**src/rtl/cordic_share_arb.sv**
```systemverilog
// rtl/cordic_share_arb.sv - round-robin arbiter sharing one iterative cordic core among N requesters
// Optional wait watchdog with timeout_err output: define CORDIC_ARB_TIMEOUT_EN.
module cordic_share_arb #(
    parameter  int N       = 2,
    parameter  int W       = 32,
    parameter  int TIMEOUT = 256,
    localparam int GW      = (N > 1) ? $clog2(N) : 1
) (
    input  logic           clk,
    input  logic           rst_n,
    input  logic [N-1:0]   req,
    input  logic [N*W-1:0] req_x,
    input  logic [N*W-1:0] req_y,
    output logic [N-1:0]   done,
    output logic [W-1:0]   res_angle,
    output logic [W-1:0]   res_mozhi,
    output logic           busy,
    output logic [GW-1:0]  grant_id,
    output logic [W-1:0]   cor_x,
    output logic [W-1:0]   cor_y,
    output logic           cor_start,
    input  logic [W-1:0]   cor_angle,
    input  logic [W-1:0]   cor_mozhi,
    input  logic           cor_finished
`ifdef CORDIC_ARB_TIMEOUT_EN
    ,
    output logic           timeout_err
`endif
);

    typedef enum logic [1:0] {
        S_IDLE    = 2'd0,
        S_ISSUE   = 2'd1,
        S_WAIT    = 2'd2,
        S_DELIVER = 2'd3
    } state_t;

    state_t        state_q, state_d;
    logic [GW-1:0] ptr_q, ptr_d;
    logic [GW-1:0] grant_q, grant_d;
    logic [W-1:0]  cx_q, cx_d;
    logic [W-1:0]  cy_q, cy_d;
    logic [W-1:0]  ang_q, ang_d;
    logic [W-1:0]  mag_q, mag_d;

    logic          pick_vld;
    logic [GW-1:0] pick_idx;
    logic [GW:0]   scan_idx;

    if (N < 2 || N > 8 || W < 1 || TIMEOUT < 1) begin : g_bad_cfg
        $error("cordic_share_arb: unsupported parameter set");
    end

`ifdef CORDIC_ARB_TIMEOUT_EN
    localparam int CW = $clog2(TIMEOUT + 1);
    logic [CW-1:0] wcnt_q, wcnt_d;
    logic          to_q, to_d;
    logic          wd_expire;

    // The transition out of WAIT is the cycle in which the count reaches TIMEOUT.
    assign wd_expire = (wcnt_q == CW'(TIMEOUT - 1));
`endif

    // Scan ptr, ptr+1, ... modulo N and take the first active request.
    always_comb begin
        pick_vld = 1'b0;
        pick_idx = '0;
        scan_idx = '0;
        for (int k = 0; k < N; k++) begin
            scan_idx = {1'b0, ptr_q} + (GW+1)'(k);
            if (scan_idx >= (GW+1)'(N)) begin
                scan_idx = scan_idx - (GW+1)'(N);
            end
            if (!pick_vld && req[scan_idx[GW-1:0]]) begin
                pick_vld = 1'b1;
                pick_idx = scan_idx[GW-1:0];
            end
        end
    end

    always_ff @(posedge clk or negedge rst_n) begin
        if (!rst_n) begin
            state_q <= S_IDLE;
            ptr_q   <= '0;
            grant_q <= '0;
            cx_q    <= '0;
            cy_q    <= '0;
            ang_q   <= '0;
            mag_q   <= '0;
`ifdef CORDIC_ARB_TIMEOUT_EN
            wcnt_q  <= '0;
            to_q    <= 1'b0;
`endif
        end else begin
            state_q <= state_d;
            ptr_q   <= ptr_d;
            grant_q <= grant_d;
            cx_q    <= cx_d;
            cy_q    <= cy_d;
            ang_q   <= ang_d;
            mag_q   <= mag_d;
`ifdef CORDIC_ARB_TIMEOUT_EN
            wcnt_q  <= wcnt_d;
            to_q    <= to_d;
`endif
        end
    end

    always_comb begin
        state_d = state_q;
        ptr_d   = ptr_q;
        grant_d = grant_q;
        cx_d    = cx_q;
        cy_d    = cy_q;
        ang_d   = ang_q;
        mag_d   = mag_q;
`ifdef CORDIC_ARB_TIMEOUT_EN
        wcnt_d  = wcnt_q;
        to_d    = to_q;
`endif
        unique case (state_q)
            S_IDLE: begin
                if (pick_vld) begin
                    state_d = S_ISSUE;
                    grant_d = pick_idx;
                    cx_d    = req_x[pick_idx*W +: W];
                    cy_d    = req_y[pick_idx*W +: W];
                end
            end
            S_ISSUE: begin
                state_d = S_WAIT;
`ifdef CORDIC_ARB_TIMEOUT_EN
                wcnt_d  = '0;
                to_d    = 1'b0;
`endif
            end
            S_WAIT: begin
                if (cor_finished) begin
                    state_d = S_DELIVER;
                    ang_d   = cor_angle;
                    mag_d   = cor_mozhi;
                end
`ifdef CORDIC_ARB_TIMEOUT_EN
                else if (wd_expire) begin
                    state_d = S_DELIVER;
                    ang_d   = '0;
                    mag_d   = '0;
                    to_d    = 1'b1;
                end else begin
                    wcnt_d  = wcnt_q + 1'b1;
                end
`endif
            end
            S_DELIVER: begin
                state_d = S_IDLE;
                ptr_d   = (grant_q == GW'(N - 1)) ? '0 : grant_q + 1'b1;
            end
            default: begin
                state_d = S_IDLE;
            end
        endcase
    end

    always_comb begin
        done      = '0;
        cor_start = (state_q == S_ISSUE);
        busy      = (state_q != S_IDLE);
        if (state_q == S_DELIVER) begin
            done[grant_q] = 1'b1;
        end
`ifdef CORDIC_ARB_TIMEOUT_EN
        timeout_err = (state_q == S_DELIVER) && to_q;
`endif
    end

    assign grant_id  = grant_q;
    assign cor_x     = cx_q;
    assign cor_y     = cy_q;
    assign res_angle = ang_q;
    assign res_mozhi = mag_q;

endmodule

```
**config.mk**
```make
export PLATFORM = sky130hd
export DESIGN_NAME = cordic_share_arb
export DESIGN_NICKNAME = d
export VERILOG_FILES = /design/src/rtl/cordic_share_arb.sv
export SDC_FILE = /design/constraint.sdc
export NUM_CORES = 1
export LEC_CHECK = 0
export BUFFER_PORTS_ARGS = -buffer_cell sky130_fd_sc_hd__buf_2
export CORE_MARGIN = 10
export CORE_UTILIZATION = 44
export DETAILED_ROUTE_END_ITERATION = 12
export PLACE_DENSITY = 0.85
export SETUP_SLACK_MARGIN = 0.2
export SLEW_MARGIN = 20
export SYNTH_ARGS = -nofsm -noshare
export SYNTH_HDL_FRONTEND = slang
export SYNTH_SLANG_ARGS = --single-unit
```
**constraint.sdc**
```tcl
create_clock -name clk -period 1.6 [get_ports clk]
set_input_delay 0.08 -clock clk [delete_from_list [all_inputs] [get_ports clk]]
set_output_delay 0.08 -clock clk [all_outputs]
set_load 0.1 [all_outputs]
```
==> results.ini, run 1 <==
[cts]
cts_tree=built
clk_path_buf_depth=2
cts.sinks=132
cts_htree_levels=4
cts-buffers-inserted=17
cts-root-buf=clkbuf_16
clk_pin_slew_worst_paths_ns=0.06
clock_latency_ns=0.42

[timing]
max_slew_margin=0.636
fin_skew_ns=0.00894
finalSetupViolCount=5
rsz0062_at_grt=true
worstMarginPinSlew_ns=0.550
maxSlewViolCount=0
period_needed_ns=1.64
clock.fmax_mhz=611
setup_ws_ns=-0.0358
period_share=1.02
final-hold-violation-count=0

[setup_path]
critPathLaunchType=flip-flop
crit_path_max_incr_delay_ns=0.40
cp-startpoint=state_q[0]
path_max_fanout=8
cp_common_cell=buf_12
r2r-end=cor_x[19]
endpoint_kind=flip-flop
reg2reg_from=state_q[0]
worstPathRequired_ns=1.91
crit_path_top_delay_cell=dfrtp_1
reg2reg_depth=8
crit_chain=inv_2 > buf_6 > ha_4 > o21a_4 > buf_12 > buf_12 > nor2_2 > a31oi_1
cp-endpoint=cor_x[19]
criticalPathCategory=reg2reg
crit_arrival_ns=1.94
ff2ff_setup_slack_ns=-0.04

[placed_design]
dp_hpwl_um=16100
place_congestion=0.849
portBuffers=329

[logic_synthesis]
yosys.area_share.xor_xnor=0
synth_seq_area_share=0.577
synth_commonest_cells=dfrtp_1, nor2_1, a31oi_1, nand3_1, mux2_1
synth_fa_ha_area_frac=0.00875
synth_warnings=0
synth.avg_cell_area_um2=11.0
synth_fp_nets=723
synthMuxAreaShare=0.129
yosys.area.top_type=dfrtp_1
syn_area_mm2=0.00572
postSynthCellCount=522
synth_compound_area_frac=0.132
async_flop_share=1.00
synth_top_family_by_area=compound AO/OA/AOI/OAI gates
synth_edf_count=0
yosysMostFrequentCell=dfrtp_1
yosys.area_share.simple=0.105
ys_ff_latch=132
yosys.cell_types.count=24
synthTopCellsByArea=dfrtp_1, mux2_1, a31oi_1
post-synth-top-area-fraction=0.577
synthFlopType=dfrtp_1

[drt]
via_per_inst=5.86
postRouteWirelength_um=35000
post_drt_wl_per_cell_um=27.7
vias=7417
drt_iter0_drc=862
firstDrtPassIters=7
ant_nets=0
drc=0

[outcome]
violations=negative setup slack
status=complete, but fails checks

[cells_and_area]
final_layout_size_suffix_gt1_frac=0.480
fillCellCount=544
syn_to_final_growth_pct=97.0
final_util=0.890
final_nets=1269

[floorplan]
die_area_mm2=0.0180
die_w_um=134
pin_count=330
core.rowCount=41
die_y_um=134
initial_utilization=0.452
core_area_mm2=0.0127

[global_routing]
antenna_found_initial=14
grt_max_degree=53
grt_pass1_wl_um=45600
grt_pass1_vias=7433
grtUsageTotal=0.328
overflow=0

[job]
cap_viol_max_count=0

[worst_hold_path]
hp-class=in2reg

## cell usage in the layout (no fill, tap or decap), types with 2 or more instances in the layout
cell / count
bufinv_16: 5
ha_4: 4
buf_6: 12
mux2_4: 65
clkbuf_16: 23
o21ai_0: 5
buf_4: 19
diode_2: 14
nor2_1: 46
a31oi_1: 62
dfrtp_2: 2
clkinvlp_4: 3
buf_12: 18
nor2_2: 12
buf_2: 323
clkbuf_8: 2
nand3_1: 64
o21ai_1: 59
buf_16: 4
dfrtp_1: 130
nor2_4: 8
inv_2: 3
inv_6: 2
dlygate4sd3_1: 191
## layer usage
layer  vias up  share of wire  track usage
met1      3516           0.33        0.336
li1       2994              -            -
met5         -              0            0
met3       201           0.11        0.114
met2       706           0.48        0.558
met4         0          0.077        0.220
## cell type report
cell class	instances	area, um^2	area share
repair buffers	575	4450	0.395
clock inverters	11	199	0.0176
multi-input cells	336	2580	0.229
clock buffers	20	457	0.0405
inverters	6	32.5	0.00289
well taps	172	215	0.0191
flip-flops and latches	132	3310	0.293
diodes	14	35.0	0.00311
## through the flow
step	cell area (um^2)	hold slack, ns	worst slack, ns	cells	TNS, ns
finish	11300	0.0725	-0.0358	1266	-0.0817
global placement	7730	0.0314	0.117	997	0
detailed placement	7730	0.0313	0.0556	997	0
global route	11300	0.0569	-0.0964	1265	-1.14
CTS	10600	0.00273	0.0625	1230	0
floorplan	5750	-0.216	0.117	522	0
## cells by family after synthesis
family	count (synthesis)
flops	132
mux	65
buf+inv	54
simple gates	135
fa+ha+maj	4
compound gates	132
## flip-flops by register name, summed over array words and instances (netlist names)
register and count:
res_mozhi 32, grant_id 1, res_angle 32, state_q 2, cor_y 32, ptr_q 1, cor_x 32
## worst min path at each step
stage / slack (ns) / cells after the start / to / startpoint
detailed placement: 0.03 / 1 / cor_y[30] / rst_n
finish: 0.07 / 3 / cor_x[12] / req_x[44]
global route: 0.06 / 3 / cor_x[12] / req_x[44]
global placement: 0.03 / 1 / cor_y[15] / rst_n
floorplan: -0.22 / 0 / cor_x[0] / rst_n
CTS: 0.003 / 3 / cor_x[12] / req_x[44]
## timing repair
item / 4_1_cts / 5_1_grt
buffers inserted: 7 / 14
endpoints found under the hold margin: 260 / 0
hold buffers: 191 / 0
pin swaps: 1 / 9
endpoints found under the setup margin: 110 / 135
gates cloned: 4 / 8
resized for setup: 18 / 116
## worst max-delay path: cells and delay by family, from the launching register on
family,cells,cell delay (ns)
buffers and inverters,4,0.47
AOI/OAI and AO/OA,2,0.45
DFF,1,0.40
adders and majority gates,1,0.17
and+or+nand+nor,1,0.04
Power of run 1 is not shown: default switching activity piles up to over one toggle a cycle in this logic, so the estimate is an artifact.
==> run 2: changes to the inputs <==
--- a/config.mk
+++ b/config.mk
@@ -6,9 +6,9 @@
 export NUM_CORES = 1
 export LEC_CHECK = 0
-export BUFFER_PORTS_ARGS = -buffer_cell sky130_fd_sc_hd__buf_2
-export CORE_MARGIN = 10
-export CORE_UTILIZATION = 44
+export CORE_AREA = 10 10 119 121
 export DETAILED_ROUTE_END_ITERATION = 12
-export PLACE_DENSITY = 0.85
+export DIE_AREA = 0 0 129 131
+export DONT_BUFFER_PORTS = 1
+export PLACE_DENSITY = 0.69
 export SETUP_SLACK_MARGIN = 0.2
 export SLEW_MARGIN = 20
==> constraint.sdc (replaced) <==
create_clock -name clk -period 1.6 [get_ports clk]
set_input_delay 0.08 -clock clk [delete_from_list [all_inputs] [get_ports clk]]
set_output_delay 0.08 -clock clk [all_outputs]
set_load 0.005 [all_outputs]
==> run 2 against run 1 <==
Effect of this change:
- the flow finishes with violations (negative hold slack)
- first-iteration DRC count down 57%
- count of clock-buffer cells in the layout up 1
- worst hold slack worse by 0.71 ns
- clock skew up 0.0021 ns
- register-to-register slack better by 0.11 ns
- cell area down 24%
- die area down 5.9%
- largest cell class is now registers
- flip-flop and latch count unchanged
- utilization down 17 points
==> results.ini, run 2 (same netlist as run 1, synthesis figures left out) <==
[timing]
period_share=0.952
fin_setup_tns_ns=0
maxSlewViolCount=0
max_slew_margin=0.745
clock.fmax_mhz=657
worstMarginPinSlew_ns=0.383
period_needed_ns=1.52
fin_hold_ws_ns=-0.636
final-hold-violation-count=195
fin_skew_ns=0.0111
finalSetupViolCount=0
setup_ws_ns=0.0772
rsz0062_at_grt=true

[floorplan]
die_y_um=131
initial_utilization=0.484
pin_count=330
die_area_mm2=0.0169
die_w_um=129
core.rowCount=40
core_area_mm2=0.0118

[cells_and_area]
final_layout_size_suffix_gt1_frac=0.233
mostFrequentLayoutCells=dfrtp_1, dlygate4sd3_1, nand3_1, o21ai_1, nor2_1
final_area_mm2=0.00853
syn_to_final_growth_pct=49.1
final_common_cell=dfrtp_1
final_nets=854
stdcell_count=815

[global_routing]
grt_pass1_vias=5158
overflow=0
grt_pass1_wl_um=31200
grtUsageTotal=0.242
grt_max_degree=133
antenna_found_initial=2

[setup_path]
path_max_fanout=8
endpoint_kind=flip-flop
worstPathRequired_ns=1.87
criticalPathCategory=reg2reg
reg2reg_from=state_q[0]
cp-startpoint=state_q[0]
critPathLaunchType=flip-flop
crit_arrival_ns=1.80
ff2ff_setup_slack_ns=0.08

[cts]
cts_tree=built
clk_path_buf_depth=2
cts-buffers-inserted=17
cts_htree_levels=4
cts.sinks=132
clk_pin_slew_worst_paths_ns=0.06
cts-root-buf=clkbuf_16
clock_latency_ns=0.41

[placed_design]
place_area_mm2=0.00590
dp_cells=636
preCtsSetupSlack_ns=0.0524
place_congestion=0.826
portBuffers=0
dp_hpwl_um=13300

[outcome]
violations=negative hold slack
status=complete, but fails checks

[drt]
drc=0
firstDrtPassIters=4
vias=5045
ant_nets=0
via_per_inst=6.19
drt_iter0_drc=369
post_drt_wl_per_cell_um=29.2
postRouteWirelength_um=23800

[power]
peakVddDrop_uv=954
power_density_mw_per_mm2=2000
power_leakage_nw=3.59

[job]
cap_viol_max_count=0

[worst_hold_path]
hp-class=in2async

-- run 2: path summary, 6_finish.rpt --
path | cells after the start | to
setup / recovery | 5 | res_mozhi[27]
hold / removal | 0 | cor_y[26]
setup reg to reg | 5 | res_mozhi[27]
hold reg to reg | 2 | ptr_q
max in group asynchronous | 0 | res_mozhi[15]
min in group clk | 2 | cor_y[26]
-- run 2: power by group --
part           switching [mW]  total (mW)  internal [mW]
sequential               1.91        6.98           5.08
combinational            2.76        6.28           3.53
clock                    1.50        3.77           2.27
-- run 2: per-stage QoR --
| stage | total power [mW] | utilization |
|---|---|---|
| global route | 17.9 | 0.722 |
| CTS | 15.2 | 0.666 |
| finish | 17.0 | 0.722 |
| floorplan | 9.01 | - |
| global placement | 10.2 | 0.499 |
| detailed placement | 10.5 | 0.499 |
-- run 2: per-layer routing --
layer  vias up  track usage  part of all wire
li1       2147            -                 -
met1      2487        0.243              0.34
met2       355        0.430              0.52
met3        56        0.115              0.11
met4         0       0.0910             0.027
met5         -            0                 0
-- run 2: cell type report --
type                       instances  area [um^2]
fill                             719         3280
timing repair buffer             159         1880
tap                              147          184
multi-input combinational        337         2560
inverter                           6         22.5
clock inverter                    11          101
clock buffer                      21          470
sequential                       132         3300
antenna                            2         5.00
-- run 2: what timing repair did --
item / CTS / global route
pin swaps: 2 / 3
setup buffers: 11 / 2
setup endpoints to repair: 126 / 131
hold endpoints to repair: 261 / 196
gates cloned: 4 / 12
hold buffers: 107 / 9
resized for setup: 28 / 71
-- run 2: critical path, stage by stage (launching register included) --
cell,delay (ns)
dfrtp_1,0.40
inv_2,0.11
ha_4,0.17
nand2_8,0.08
bufbuf_16,0.29
mux2_1,0.33
Power figures use the tool's default switching activity.
==> run 3: changes to the inputs <==
PLACE_DENSITY = default   (was 0.69)
==> run 3 against run 2 <==
Effect of this change:
- the flow still finishes with violations (negative hold slack)
- setup slack improved by 0.015 ns
- worst hold slack got worse by 0.0023 ns
- global-route usage grew 0.40 points
- die area is the same
- sequential share of layout area increased by 1.2 points
==> results.ini, run 3 (same netlist as run 1, synthesis figures left out) <==
[outcome]
status=complete, but fails checks
violations=negative hold slack

[power]
pwr-share-seq=0.406
clkPwrFrac=0.226
power_switching_mw=5.92
peakVddDrop_uv=813
internal-power_mw=11.1
power_leakage_nw=3.57
power_frac_comb=0.368
power_density_mw_per_mm2=2060
total_power_mw=17.0
p_sw_frac=0.348

[cells_and_area]
fillCellCount=814
syn_to_final_growth_pct=44.6
antenna_cells=0
mostFrequentLayoutCells=dfrtp_1, dlygate4sd3_1, nor2_1, nand3_1, a31oi_1
final_area_mm2=0.00827
final_layout_size_suffix_gt1_frac=0.220
final_nets=832
final_util=0.701
final_common_cell=dfrtp_1
stdcell_count=791

[cts]
clock_latency_ns=0.42
cts_htree_levels=4
cts-root-buf=clkbuf_16
clk_path_buf_depth=2
cts-buffers-inserted=17
clk_pin_slew_worst_paths_ns=0.06
cts.sinks=132
cts_tree=built

[timing]
clock.fmax_mhz=663
fin_skew_ns=0.0144
period_share=0.942
max_slew_margin=0.807
finalSetupViolCount=0
final-hold-violation-count=196
fin_hold_ws_ns=-0.638
maxSlewViolCount=0
fin_setup_tns_ns=0
period_needed_ns=1.51
worstMarginPinSlew_ns=0.290
rsz0062_at_grt=true

[floorplan]
die_w_um=129
die_area_mm2=0.0169
initial_utilization=0.484
die_y_um=131
pin_count=330
core.rowCount=40
core_area_mm2=0.0118

[worst_hold_path]
hp-class=in2async

[setup_path]
worstPathRequired_ns=1.89
r2r-end=state_q[1]
reg2reg_from=state_q[1]
path_max_fanout=4
crit_arrival_ns=1.79
critPathLaunchType=flip-flop
endpoint_kind=flip-flop
reg2reg_depth=5
criticalPathCategory=reg2reg
ff2ff_setup_slack_ns=0.09

[drt]
drc=0
vias=4895
ant_nets=0
drt_iter0_drc=536
firstDrtPassIters=6
postRouteWirelength_um=23800
post_drt_wl_per_cell_um=30.1
via_per_inst=6.19

[global_routing]
antenna_found_initial=0
overflow=0
grt_pass1_vias=4913
grt_pass1_wl_um=31000
grtUsageTotal=0.246
grt_max_degree=133

[job]
cap_viol_max_count=0

[placed_design]
dp_cells=634
place_area_mm2=0.00586
portBuffers=0
dp_hpwl_um=13700
place_congestion=0.779

[run 3: worst max-delay path, stage by stage (launching register included)]
cell,delay [ns]
dfrtp_2,0.45
inv_2,0.10
ha_4,0.16
inv_2,0.05
o32a_1,0.32
mux2_4,0.31
[run 3: worst max path at each step]
stage	from	end	depth (start not counted)
after global placement	state_q[0]	res_mozhi[31]	5
final	state_q[1]	state_q[1]	5
after detailed placement	state_q[0]	res_mozhi[31]	5
after global routing	state_q[1]	cor_x[17]	7
after floorplan	state_q[0]	res_angle[11]	5
after CTS	state_q[1]	state_q[1]	5
[run 3: metal layers]
metal / share of wire / wire, um / up-vias / GRT usage
met5: 0 / 0 / - / 0
met4: 0.026 / 609 / 0 / 0.107
met3: 0.12 / 2860 / 49 / 0.118
met2: 0.51 / 12100 / 365 / 0.413
met1: 0.34 / 8210 / 2373 / 0.261
li1: - / - / 2108 / -
[run 3: stage by stage]
step                hold WS [ns]  setup slack, ns
global placement          -0.211            0.143
global route              -0.661           0.0229
detailed placement        -0.212           0.0830
finish                    -0.638           0.0922
floorplan                 -0.216            0.174
CTS                       -0.661            0.118
[run 3: area by class of cell]
type | count | area (um^2) | share of cell area
Sequential cell | 132 | 3300 | 0.399
Clock inverter | 9 | 103 | 0.0124
Tap cell | 147 | 184 | 0.0222
Clock buffer | 23 | 478 | 0.0578
Inverter | 6 | 22.5 | 0.00272
Timing Repair Buffer | 137 | 1750 | 0.212
Multi-Input combinational cell | 337 | 2430 | 0.294
[run 3: what timing repair did]
| item | 4_1_cts | 5_1_grt |
|---|---|---|
| gates cloned | 7 | 11 |
| pin swaps | 0 | 2 |
| buffers inserted | 9 | 1 |
| hold buffers | 81 | 16 |
| setup endpoints to repair | 131 | 132 |
| hold endpoints to repair | 261 | 196 |
| gates resized for setup | 20 | 62 |
[run 3: power by group through the flow]
| stage | registers [mW] | clock network (mW) | logic [mW] |
|---|---|---|---|
| after global routing | 7.08 | 4.04 | 6.68 |
| after global placement | 6.81 | 0 | 3.38 |
| after CTS | 6.82 | 3.86 | 4.65 |
| after floorplan | 6.09 | 0 | 2.92 |
| after detailed placement | 6.84 | 0 | 3.56 |
| final | 6.91 | 3.84 | 6.26 |
